<file path="src/rtl/power_op_scheduler.sv">
// Round-robin arbiter and sequencer that shares one WIDTH-bit multiplier among NREQ
// requesters to compute it^n, n*it^(n-1) and (i*n*it^(n-1))^n, one multiply per cycle.
module power_op_scheduler #(
    parameter int unsigned WIDTH       = 32,
    parameter int unsigned SCALAR_SIZE = 24,
    parameter int unsigned NREQ        = 4,
    parameter int unsigned IDW         = $clog2(NREQ)
) (
    input  logic                        clk,
    input  logic                        reset_n,
    input  logic [NREQ-1:0]             req_valid,
    input  logic [NREQ*SCALAR_SIZE-1:0] req_field,
    output logic [NREQ-1:0]             req_ready,
    input  logic                        abort,
    output logic                        busy,
    output logic                        resp_valid,
    input  logic                        resp_ready,
    output logic [IDW-1:0]              resp_id,
    output logic [WIDTH-1:0]            f_it,
    output logic [WIDTH-1:0]            f_prime_it,
    output logic [WIDTH-1:0]            result
);

    typedef enum logic [3:0] {
        S_IDLE,
        S_LOAD,
        S_POW1,
        S_FIT,
        S_FPR,
        S_MULI,
        S_POW2,
        S_ZERO,
        S_DONE
    } state_t;

    state_t                 state;
    logic [IDW-1:0]         rr_ptr;
    logic [IDW-1:0]         id_q;
    logic [7:0]             i_q;
    logic [7:0]             it_q;
    logic [7:0]             n_q;
    logic [7:0]             cnt;
    logic [WIDTH-1:0]       acc;
    logic [WIDTH-1:0]       f_q;
    logic [WIDTH-1:0]       fp_q;
    logic [WIDTH-1:0]       x_q;

    logic [NREQ-1:0]        grant;
    logic [IDW-1:0]         win_idx;
    logic [IDW-1:0]         win_next;
    logic [SCALAR_SIZE-1:0] win_field;
    logic                   found;
    int unsigned            scan_pos;

    logic [WIDTH-1:0]       mul_a;
    logic [WIDTH-1:0]       mul_b;
    logic [WIDTH-1:0]       mul_p;
    logic                   accept;

    // First valid requester at or after rr_ptr, wrapping modulo NREQ; only offered in IDLE.
    always_comb begin
        grant     = '0;
        win_idx   = '0;
        win_next  = '0;
        win_field = '0;
        found     = 1'b0;
        scan_pos  = 0;
        if (state == S_IDLE && reset_n) begin
            for (int j = 0; j < NREQ; j++) begin
                scan_pos = 32'(rr_ptr) + 32'(j);
                if (scan_pos >= NREQ) begin
                    scan_pos = scan_pos - NREQ;
                end
                if (!found && req_valid[scan_pos[IDW-1:0]]) begin
                    grant[scan_pos[IDW-1:0]] = 1'b1;
                    found = 1'b1;
                end
            end
            for (int k = 0; k < NREQ; k++) begin
                if (grant[k]) begin
                    win_field = req_field[k*SCALAR_SIZE +: SCALAR_SIZE];
                    win_idx   = IDW'(k);
                    win_next  = (k == NREQ - 1) ? '0 : IDW'(k + 1);
                end
            end
        end
    end

    assign req_ready = grant;
    assign accept    = |grant;
    assign busy      = (state != S_IDLE);

    // Operand steering for the single shared multiplier; products wrap mod 2^WIDTH.
    always_comb begin
        mul_a = '0;
        mul_b = '0;
        case (state)
            S_POW1, S_FIT: begin
                mul_a = acc;
                mul_b = WIDTH'(it_q);
            end
            S_FPR: begin
                mul_a = WIDTH'(n_q);
                mul_b = acc;
            end
            S_MULI: begin
                mul_a = WIDTH'(i_q);
                mul_b = fp_q;
            end
            S_POW2: begin
                mul_a = acc;
                mul_b = x_q;
            end
            default: ;
        endcase
    end

    assign mul_p = mul_a * mul_b;

    always_ff @(posedge clk or negedge reset_n) begin
        if (!reset_n) begin
            state      <= S_IDLE;
            rr_ptr     <= '0;
            id_q       <= '0;
            i_q        <= '0;
            it_q       <= '0;
            n_q        <= '0;
            cnt        <= '0;
            acc        <= '0;
            f_q        <= '0;
            fp_q       <= '0;
            x_q        <= '0;
            resp_valid <= 1'b0;
            resp_id    <= '0;
            f_it       <= '0;
            f_prime_it <= '0;
            result     <= '0;
        end else if (abort && state != S_IDLE) begin
            state      <= S_IDLE;
            resp_valid <= 1'b0;
        end else begin
            case (state)
                S_IDLE: begin
                    if (accept) begin
                        i_q    <= win_field[23:16];
                        it_q   <= win_field[15:8];
                        n_q    <= win_field[7:0];
                        id_q   <= win_idx;
                        rr_ptr <= win_next;
                        state  <= S_LOAD;
                    end
                end
                // acc starts at it^0 so n-1 POW1 steps leave it^(n-1)
                S_LOAD: begin
                    if (n_q == 8'd0) begin
                        state <= S_ZERO;
                    end else begin
                        acc   <= WIDTH'(1);
                        cnt   <= n_q - 8'd1;
                        state <= (n_q == 8'd1) ? S_FIT : S_POW1;
                    end
                end
                S_POW1: begin
                    acc <= mul_p;
                    cnt <= cnt - 8'd1;
                    if (cnt == 8'd1) begin
                        state <= S_FIT;
                    end
                end
                S_FIT: begin
                    f_q   <= mul_p;
                    state <= S_FPR;
                end
                S_FPR: begin
                    fp_q  <= mul_p;
                    state <= S_MULI;
                end
                S_MULI: begin
                    x_q   <= mul_p;
                    acc   <= WIDTH'(1);
                    cnt   <= n_q;
                    state <= S_POW2;
                end
                S_POW2: begin
                    acc <= mul_p;
                    cnt <= cnt - 8'd1;
                    if (cnt == 8'd1) begin
                        state      <= S_DONE;
                        resp_valid <= 1'b1;
                        resp_id    <= id_q;
                        f_it       <= f_q;
                        f_prime_it <= fp_q;
                        result     <= mul_p;
                    end
                end
                // n==0 shortcut, one extra cycle keeps its latency at two edges
                S_ZERO: begin
                    state      <= S_DONE;
                    resp_valid <= 1'b1;
                    resp_id    <= id_q;
                    f_it       <= WIDTH'(1);
                    f_prime_it <= '0;
                    result     <= WIDTH'(1);
                end
                S_DONE: begin
                    if (resp_ready) begin
                        state      <= S_IDLE;
                        resp_valid <= 1'b0;
                    end
                end
                default: state <= S_IDLE;
            endcase
        end
    end

endmodule

</file>
<file path="config.mk">
export PLATFORM = sky130hd
export DESIGN_NAME = power_op_scheduler
export DESIGN_NICKNAME = d
export VERILOG_FILES = /design/src/rtl/power_op_scheduler.sv
export SDC_FILE = /design/constraint.sdc
export NUM_CORES = 2
export LEC_CHECK = 0
export BUFFER_PORTS_ARGS = -buffer_cell sky130_fd_sc_hd__buf_2
export CAP_MARGIN = 20
export CORE_UTILIZATION = 55
export DETAILED_ROUTE_END_ITERATION = 10
export GPL_TIMING_DRIVEN = 0
export PLACE_DENSITY_LB_ADDON = 0.12
export SLEW_MARGIN = 10
export SYNTH_ARGS = -nofsm -noshare
export SYNTH_HDL_FRONTEND = slang
export SYNTH_SLANG_ARGS = --single-unit
</file>
<file path="constraint.sdc">
create_clock -name clk -period 16.8 [get_ports clk]
set_input_delay 3.36 -clock clk [delete_from_list [all_inputs] [get_ports clk]]
set_output_delay 3.36 -clock clk [all_outputs]
set_load 0.03 [all_outputs]
</file>
==> out/metrics.yaml <==
final-instance-count-excl-fill: 4117
netlist_instances: 3171
grt_use_total: 0.415
die_span_x_um: 228
proportion_of_power_drawn_by_the_clock_network: 0.185
rr_worst_depth: 28
worstPathArrival_ns: 11.22
worst_path_max_delay_cell: "clkbuf_1"
ctsRootBufferMaster: "clkbuf_16"
power.switching_mw: 1.72
synth-main-ff-cell: "dfrtp_1"
io_pins: 208
die_outline_area_mm2: 0.0521
switching_share: 0.504
drive_above_1_share: 0.104
layout.nets: 4069
type_of_the_setup_path_with_the_least_slack: "flip-flop to flip-flop"
avgRoutedWirePerCell_um: 26.0
area.growth.synth_to_final_pct: 10.8
drt_iter0_drc: 2348
final.hold.worst_slack_ns: 0.476
p_comb_frac: 0.528
irDropWorstVdd_v: 0.000161
postSynthAreaPerCell_um2: 8.87
ff2ff_setup_slack_ns: 6.04
detailed_place_hpwl_um: 85600
cts.repair_timing.setup_buffer_count: 0
cts.sinks: 267
die-height_um: 228
period_share: 0.641
crit_top_cell: "fa_1"
filler_cell_count: 4528
timing_hold_violations_final: 0
pwr-share-seq: 0.288
reported_leakage_power_nw: 15.1
drt_drc_violations_left: 0
holdBufCountCts: 0
cp-start-kind: "flip-flop"
start_util: 0.560
globalplace.congestion: 1.03
yosys_warnings: 0
depth_of_the_cts_h_tree: 1
critical_path.max_stage_delay_ns: 0.79
synth_area_mm2: 0.0281
first_pass_iters: 8
cts_buf_count: 27
worst_pin_slew_ns: 1.26
timing.clock.skew_ns: 0.0319
outcome: "complete, no violations"
timing.rr.start: "state[1]"
synth_top_area_cell: "fa_1"
grt_start_max_net_pins: 110
utilization: 0.620
io_buffer_count: 207
hold-path-endpoint: "f_it[16]"
core-area_mm2: 0.0503
timing.final.crit_period_ns: 10.76
clkSlewWorstSetupHoldPaths_ns: 0.07
post-place-cells: 4064
total_of_cells_resized_after_clock_tree_synthesis: 0
r2r-end: "x_q[30]"
hp-start: "f_it[16]"
setup_repair_after_global_routing_missed_its_margin: "no"
timing.slew.headroom: 0.161
setup-tns-final_ns: 0
antenna_violations_before_repair: 1
clock_path_buffers: 3
ant_nets: 0
required_time_at_the_endpoint_of_the_critical_path_ns: 17.26
ys_seq_elements: 267
grt_pass1_vias: 25700
setup_violations: 0
achievable-frequency_ghz: 0.0929
synthesis.nets: 3816
timing.final.max_slew_violations: 0
worst-path-max-fanout: 10
clock_latency_ns: 0.58
setup.worst_path.end_class: "flip-flop"
cap_violations: 0
synth-seq-area-share: 0.237
netlist-cell-type-count: 77
internal_power_mw: 1.69
finalWirelength_um: 107000
power_per_cell_area_mw_per_mm2: 109
vias: 24800
type_of_the_tightest_min_delay_check: "flip-flop to flip-flop"
ys_async_sr_fraction: 1.00
synth_edf_count: 0
whs_path_depth: 2
cts_tree: "yes"
grt_first_pass_wirelength_um: 160000
overflow: 0
vias_per_cell: 6.03
synth_top_area_share: 0.290
floorplan.rows: 82
post_synth_main_area_contributors: "fa_1 29%, dfrtp_1 24%, nand2_1 8.1%, ha_1 5.9%, inv_1 5.8%"
[layer usage]
layer / routed length, um / vias to the layer above / global-route usage
met5: 0 / - / 0
met4: 6860 / 0 / 0.223
met3: 10300 / 320 / 0.103
met2: 48200 / 1374 / 0.646
met1: 41500 / 12600 / 0.538
li1: - / 10500 / -
[worst max-delay path by stage]
stage	startpoint	end	slack, ns	cells past startpoint
floorplan	req_valid[3]	req_ready[1]	7.89	7
detailed placement	state[1]	f_q[27]	6.37	28
global placement	reset_n	req_ready[2]	3.69	5
global route	state[1]	fp_q[31]	5.80	29
finish	state[1]	x_q[30]	6.04	28
CTS	state[1]	f_q[27]	6.34	28
[placed cells by master, fill, tap and decap left out, types with 16 or more instances in the layout]
cell	Yosys	layout
and3_1	20	20
a21oi_1	73	71
buf_2	11	219
o31ai_1	16	16
dfrtp_1	267	267
clkbuf_16	0	27
nor2_1	331	331
ha_1	133	133
nand3_1	30	30
a221oi_1	32	32
fa_1	408	408
a22o_1	44	44
nand2b_1	25	25
nand2_1	609	609
o21ai_0	183	183
xor2_1	18	18
inv_1	432	432
xnor2_1	43	43
and2_1	24	24
nor2b_1	21	21
clkbuf_1	157	163
mux2i_1	25	25
nor3_1	39	39
mux2_2	44	44
[synthesized netlist by cell type, drive strengths merged (9+ instances only)]
library cell / count
fa: 408
or2: 9
a221oi: 32
mux2i: 25
inv: 432
mux2: 45
nor3: 40
dfrtp: 267
o21ai: 188
o2bb2ai: 14
nor2: 331
o31ai: 16
nand3: 30
a22oi: 12
nand2: 609
xnor2: 44
a21oi: 74
xor2: 18
and2: 24
ha: 133
a21o: 10
buf: 28
clkbuf: 157
a22o: 44
nand2b: 25
and3: 20
nor2b: 21
[state kept, by name, summed over array words and instances, names as in the netlist, 32 cells and up]
name and count:
f_prime_it 32, f_q 32, x_q 32, result 32, acc 32, f_it 32
fp_q 32
[metrics by stage]
stage / setup WS, ns / total power [mW] / instance area, um^2
6_report: 6.04 / 3.41 / 31200
5_1_grt: 5.80 / 3.56 / 31200
4_1_cts: 6.34 / 3.35 / 31100
3_5_place_dp: 6.37 / 2.72 / 30200
3_3_place_gp: 3.69 / 2.67 / 30000
2_1_floorplan: 7.89 / 2.02 / 28100
[logic make-up after synthesis]
logic type	synth area share
buffers and inverters	0.0843
AOI/OAI and AO/OA	0.108
muxes	0.0278
DFF	0.237
xor gates and xnor gates	0.0253
and+or+nand+nor	0.168
adders and majority gates	0.349
[power groups by stage]
stage	Combinational, mW	Clock [mW]	Sequential (mW)
finish	1.80	0.629	0.981
global route	1.91	0.656	0.997
CTS	1.75	0.631	0.977
detailed placement	1.74	0	0.987
global placement	1.69	0	0.980
floorplan	0.896	0	1.12
[cell type report]
cell class,count,area (um^2),share of cell area
inverters,433,1630,0.0521
diodes,2,5.00,0.000161
repair buffers,224,1240,0.0398
multi-input cells,2286,19100,0.613
clock buffers,38,767,0.0246
plain buffers,185,746,0.0239
flip-flops and latches,267,6680,0.214
clock inverters,10,156,0.00502
well taps,672,841,0.0270
[worst max-delay path, delay by kind of cell, from the launching register on]
family                     cells  cell delay, ns
adders and majority gates      9            4.64
buffers and inverters          8            2.29
AOI/OAI and AO/OA              4            1.35
muxes                          1            0.44
and+or+nand+nor                6            1.60
DFF                            1            0.31
(Power assumes the default switching activity.)
